**src/rtl/sync_bus.sv**
```systemverilog
// sync_bus: multi-channel single-bit synchroniser with an optional stability
// filter and a registered per-channel edge-event pulse, all in the receiving clock domain.
module sync_bus #(
  parameter int                 WIDTH     = 2,
  parameter int                 STAGES    = 2,
  parameter int                 FILTER    = 0,
  parameter logic [2*WIDTH-1:0] MODE      = {WIDTH{2'b01}},
  parameter logic [WIDTH-1:0]   RESET_VAL = {WIDTH{1'b0}}
) (
  input  logic             clk_s,
  input  logic             reset_s,
  input  logic [WIDTH-1:0] async_i,
  output logic [WIDTH-1:0] lvl_o,
  output logic [WIDTH-1:0] evt_o,
  output logic [WIDTH-1:0] busy_o
);

  localparam int              CW       = (FILTER < 1) ? 1 : $clog2(FILTER + 1);
  localparam logic [CW-1:0]   FILT_MAX = CW'(FILTER);

  if (WIDTH < 1 || WIDTH > 32) begin : g_bad_width
    $error("sync_bus: WIDTH must be within 1..32");
  end
  if (STAGES < 2 || STAGES > 4) begin : g_bad_stages
    $error("sync_bus: STAGES must be within 2..4");
  end
  if (FILTER < 0 || FILTER > 255) begin : g_bad_filter
    $error("sync_bus: FILTER must be within 0..255");
  end

  // Event qualifier: does accepting new level new_lvl fire a pulse in this mode?
  function automatic logic edge_hit(input logic [1:0] mode, input logic new_lvl);
    case (mode)
      2'b01:   edge_hit = new_lvl;
      2'b10:   edge_hit = ~new_lvl;
      2'b11:   edge_hit = 1'b1;
      default: edge_hit = 1'b0;
    endcase
  endfunction

  logic [WIDTH-1:0] chain_q [STAGES];
  logic [WIDTH-1:0] chain_d [STAGES];
  logic [CW-1:0]    cnt_q   [WIDTH];
  logic [CW-1:0]    cnt_d   [WIDTH];
  logic [WIDTH-1:0] lvl_q, lvl_d;
  logic [WIDTH-1:0] evt_q, evt_d;
  logic [WIDTH-1:0] sync_s;

  always_comb begin
    chain_d[0] = async_i;
    for (int k = 1; k < STAGES; k++) begin
      chain_d[k] = chain_q[k-1];
    end
  end

  always_ff @(posedge clk_s or posedge reset_s) begin
    if (reset_s) begin
      for (int k = 0; k < STAGES; k++) begin
        chain_q[k] <= RESET_VAL;
      end
    end else begin
      for (int k = 0; k < STAGES; k++) begin
        chain_q[k] <= chain_d[k];
      end
    end
  end

  assign sync_s = chain_q[STAGES-1];

  // A differing value is accepted only after it has been seen FILTER+1 cycles in a row.
  always_comb begin
    for (int i = 0; i < WIDTH; i++) begin
      lvl_d[i] = lvl_q[i];
      evt_d[i] = 1'b0;
      cnt_d[i] = {CW{1'b0}};
      if (sync_s[i] != lvl_q[i]) begin
        if (cnt_q[i] == FILT_MAX) begin
          lvl_d[i] = sync_s[i];
          evt_d[i] = edge_hit(MODE[2*i +: 2], sync_s[i]);
        end else begin
          cnt_d[i] = cnt_q[i] + CW'(1);
        end
      end else begin
        cnt_d[i] = {CW{1'b0}};
      end
    end
  end

  always_ff @(posedge clk_s or posedge reset_s) begin
    if (reset_s) begin
      lvl_q <= RESET_VAL;
      evt_q <= {WIDTH{1'b0}};
      for (int i = 0; i < WIDTH; i++) begin
        cnt_q[i] <= {CW{1'b0}};
      end
    end else begin
      lvl_q <= lvl_d;
      evt_q <= evt_d;
      for (int i = 0; i < WIDTH; i++) begin
        cnt_q[i] <= cnt_d[i];
      end
    end
  end

  assign lvl_o  = lvl_q;
  assign evt_o  = evt_q;
  assign busy_o = sync_s ^ lvl_q;

endmodule

```
**config.mk**
```make
export PLATFORM = sky130hd
export DESIGN_NAME = sync_bus
export DESIGN_NICKNAME = d
export VERILOG_FILES = /design/src/rtl/sync_bus.sv
export SDC_FILE = /design/constraint.sdc
export NUM_CORES = 1
export LEC_CHECK = 0
export BUFFER_PORTS_ARGS = -buffer_cell sky130_fd_sc_hd__buf_2
export CAP_MARGIN = 30
export CORE_AREA = 4 4 41 43
export CTS_CLUSTER_SIZE = 25
export DETAILED_ROUTE_END_ITERATION = 10
export DIE_AREA = 0 0 45 47
export SETUP_SLACK_MARGIN = 0.2
export SYNTH_ARGS = -nofsm -noshare
export SYNTH_HDL_FRONTEND = slang
export SYNTH_SLANG_ARGS = --single-unit
```
**constraint.sdc**
```tcl
create_clock -name clk_s -period 1.9 [get_ports clk_s]
set_input_delay 0 -clock clk_s [delete_from_list [all_inputs] [get_ports clk_s]]
set_output_delay 0 -clock clk_s [all_outputs]
set_load 0.005 [all_outputs]
```
# After elaboration in Yosys (flattened, before gate mapping)
# Cells that the tools add are included.
[word_totals]
word_cells = 24
regBits = 10
in_bits = 4
output_inout_bits = 6
[op_classes]
n_addsub = 2
bitwise = 3
n_reduce_logical = 2
mux = 8
n_eq_ne = 2
[ops]
columns = ["operator", "n"]
rows = [
  ["$mux W1", 8],
  ["$reduce_and A2 Y1", 2],
  ["$add A1 B1 Y1 const B", 2],
  ["$ne A1 B1 Y1", 2],
  ["$not A1 Y1", 2],
  ["$xor A2 B2 Y2", 1],
]

# Logic depth before layout (Yosys ltp)
[depth]
depth_word = 3
mapped_depth = 3
ltp_nobuf = 3

# Least setup slack after synthesis
# Ideal clock, no wire load.
[synth_timing]
path_kind = "reg2reg"
startpoint = "register lvl_q[0], in the netlist lvl_o[0]"
endpoint = "register lvl_q[0], in the netlist lvl_o[0]"
arrival_time_ns = 0.998
path_stages_with_launch = 4
setup_time_ns = 0.125
path_buffers = 0
required_time_ns = 1.775
path_slack_ns = 0.777
synth_period_minus_slack_ns = 1.123
path_cell_list = "dfrtp_1 inv_1 ha_1 mux2_4"
[synth_via]
elab_chain_len = 2
[synth_rtl]
columns = ["item", "line", "text"]
rows = [
  ["from (decl)", "45", "logic [WIDTH-1:0] lvl_q, lvl_d;"],
  ["from (signal assigned)", "97", "lvl_q <= lvl_d;"],
  ["$ne A1 B1 Y1", "76", "if (sync_s[i] != lvl_q[i]) begin"],
  ["$reduce_and A2 Y1 (no line)", "--", ""],
]
# Every way passes these cells.
# A chain may end at the register's enable or synchronous reset.

# Final worst setup path
# Ends and elaborated chain as after synthesis.

==> results.json <==
{
  "max_cap_violations": 0,
  "nets": 40,
  "areaGrowthSynthToFinish_pct": 42.5,
  "cts_num_sinks": 8,
  "cp_cell_sequence": "inv_1 -> ha_1 -> mux2_4",
  "drt-total-wl_um": 410,
  "antenna_left": 0,
  "grt_use_total_pct": 6.37,
  "antenna_found_initial": 0,
  "sw_frac_of_total_pct": 26.3,
  "final_cell_mix": "buf_2 (9), dfrtp_1 (8), inv_1 (5), clkbuf_4 (3), dlygate4sd3_1 (3)",
  "power.total_uw": 522,
  "p_leak_uw": 0.000218,
  "overflow": 0,
  "rsz0062_at_grt": "false",
  "endpoint_kind": "flop",
  "synth_area_um2": 274,
  "die_w_um": 45,
  "critPathSlowestCell": "dfrtp_1",
  "firstDrtPassIters": 2,
  "critPathTopFamily": "flip-flops",
  "power_frac_seq_pct": 43.5,
  "power_switching_uw": 137,
  "synth-compound-area-share_pct": 0,
  "rr_worst_depth": 3,
  "die_area_um2": 2120,
  "synth_top_family_by_area": "multiplexers",
  "clk_pin_slew_ns": 0.05,
  "clk_latency_ns": 0.24,
  "syn-num-nets": 23,
  "startpoint_type": "flop",
  "synth-seq-area-share_pct": 73.1,
  "antenna_cells": 0,
  "intPower_uw": 385,
  "hold_slack_ns": 0.249,
  "slew_violations": 0,
  "synthAdderAreaFrac_pct": 9.13,
  "num_rows": 13,
  "p_per_area_nw_per_um2": 1340,
  "fmax_mhz": 876,
  "hold_class": "in2async",
  "vias": 159,
  "vias_per_cell": 3.38,
  "clockRootBuffer": "clkbuf_4",
  "io_pins": 10,
  "synthMuxAreaShare_pct": 11.0,
  "post-route-period-util_pct": 60.1,
  "route.detailed.wl_per_inst_um": 8.72,
  "crit_cells": 3,
  "die_h_um": 47,
  "cts_tree": "built",
  "setup_tns_ns": 0,
  "drive_gt1_share_pct": 43.8,
  "critPathMaxFanout": 3,
  "clockBufferDepth": 2,
  "gp_congestion": 0.603,
  "synth_xor_area_share_pct": 0,
  "cts_buffers": 3,
  "fin_util_pct": 30.0,
  "place_area_um2": 338,
  "min_period_ns": 1.14,
  "status": "completed",
  "clockPowerShare_pct": 23.5,
  "io_buffers": 9,
  "n_fill_cell": 138,
  "finClkSkew_ns": 0.000555,
  "slew_headroom_pct": 80.2,
  "htreeDepth": 1,
  "drc": 0,
  "grt_start_max_net_pins": 9,
  "yosys_warnings": 0,
  "yosys.area_share.simple_pct": 0,
  "synthesis.instances": 17,
  "synth_area_per_cell_um2": 16.1,
  "core_um2": 1300,
  "grt_pass1_vias": 195,
  "worstPathRequired_ns": 2.03,
  "final_common_cell": "buf_2",
  "grt_first_pass_wirelength_um": 828,
  "final_area_um2": 390,
  "initial_core_util_pct": 21.1,
  "critical_path_buf_inv_count": 1,
  "synth_cell_type_count": 4,
  "ys_ff_latch": 8,
  "slowest_delay_ns": 0.36,
  "tightest_slew_ns": 0.296,
  "arrival_ns": 1.27,
  "setup_viol": 0,
  "max-vdd-ir-drop_uv": 490,
  "crit_type": "reg2reg",
  "final-hold-violation-count": 0,
  "dr.first_iter.drc_count": 2,
  "pwr-share-comb_pct": 33.0
}
## worst reg2reg max path, cell delays in order, from the launching register on
cell and delay (ns):
dfrtp_1 0.36, inv_1 0.05, ha_1 0.32, mux2_4 0.30
## repair_timing
action,in CTS,in global routing
gates resized for setup,0,0
buffers inserted,0,0
hold buffers,3,0
endpoints found under the hold margin,10,0
## state kept, by name (all words and copies together) (netlist names)
register and count:
lvl_o 2, chain_d 2, sync_s 2, evt_o 2
## routing by layer
layer	routed length, um	track usage (%)	up-vias
met4	0	3.51	0
li1	-	-	80
met5	0	0	-
met1	167	5.58	67
met2	163	9.04	12
met3	79	6.90	0
## synthesized netlist by cell type
master | n | share of area, %
inv_1 | 5 | 6.9
dfrtp_1 | 8 | 73
mux2_4 | 2 | 11
ha_1 | 2 | 9.1
## power groups by stage
stage / Sequential, uW / Clock [uW] / Combinational (uW)
floorplan: 235 / 0 / 95.3
global placement: 231 / 0 / 166
detailed placement: 231 / 0 / 172
CTS: 228 / 131 / 177
global route: 234 / 150 / 194
finish: 227 / 123 / 172
## worst paths after layout
kind | slack (ns) | endpoint | start
max in group asynchronous | 1.43 | sync_s[0]$_DFF_PP0_ | reset_s
hold / removal | 0.25 | sync_s[1]$_DFF_PP0_ | reset_s
min in group clk_s | 0.35 | sync_s[0]$_DFF_PP0_ | chain_d[0]$_DFF_PP0_
setup / recovery | 0.76 | lvl_o[0]$_DFFE_PP0P_ | lvl_o[0]$_DFFE_PP0P_
setup reg to reg | 0.76 | lvl_o[0]$_DFFE_PP0P_ | lvl_o[0]$_DFFE_PP0P_
hold reg to reg | 0.35 | sync_s[0]$_DFF_PP0_ | chain_d[0]$_DFF_PP0_
## area by class of cell
cell class	count	area, um^2	share of cell area (%)
Clock buffer	3	22.5	5.77
Inverter	5	18.8	4.81
Multi-Input combinational cell	4	55.1	14.1
Sequential cell	8	200	51.3
Tap cell	15	18.8	4.81
Timing Repair Buffer	12	75.1	19.2
## kinds of logic (layout without fill, tap and decap cells)
| group | count (synthesis) | count (layout) |
|---|---|---|
| flops | 8 | 8 |
| buf+inv | 5 | 20 |
| mux | 2 | 2 |
| fa+ha+maj | 2 | 2 |
## through the flow
| stage | cells | setup slack, ns |
|---|---|---|
| CTS | 47 | 0.746 |
| detailed placement | 41 | 0.758 |
| floorplan | 17 | 0.777 |
| global route | 47 | 0.657 |
| global placement | 41 | 0.770 |
| finish | 47 | 0.759 |
No activity file was read; power rests on OpenSTA's default activity.
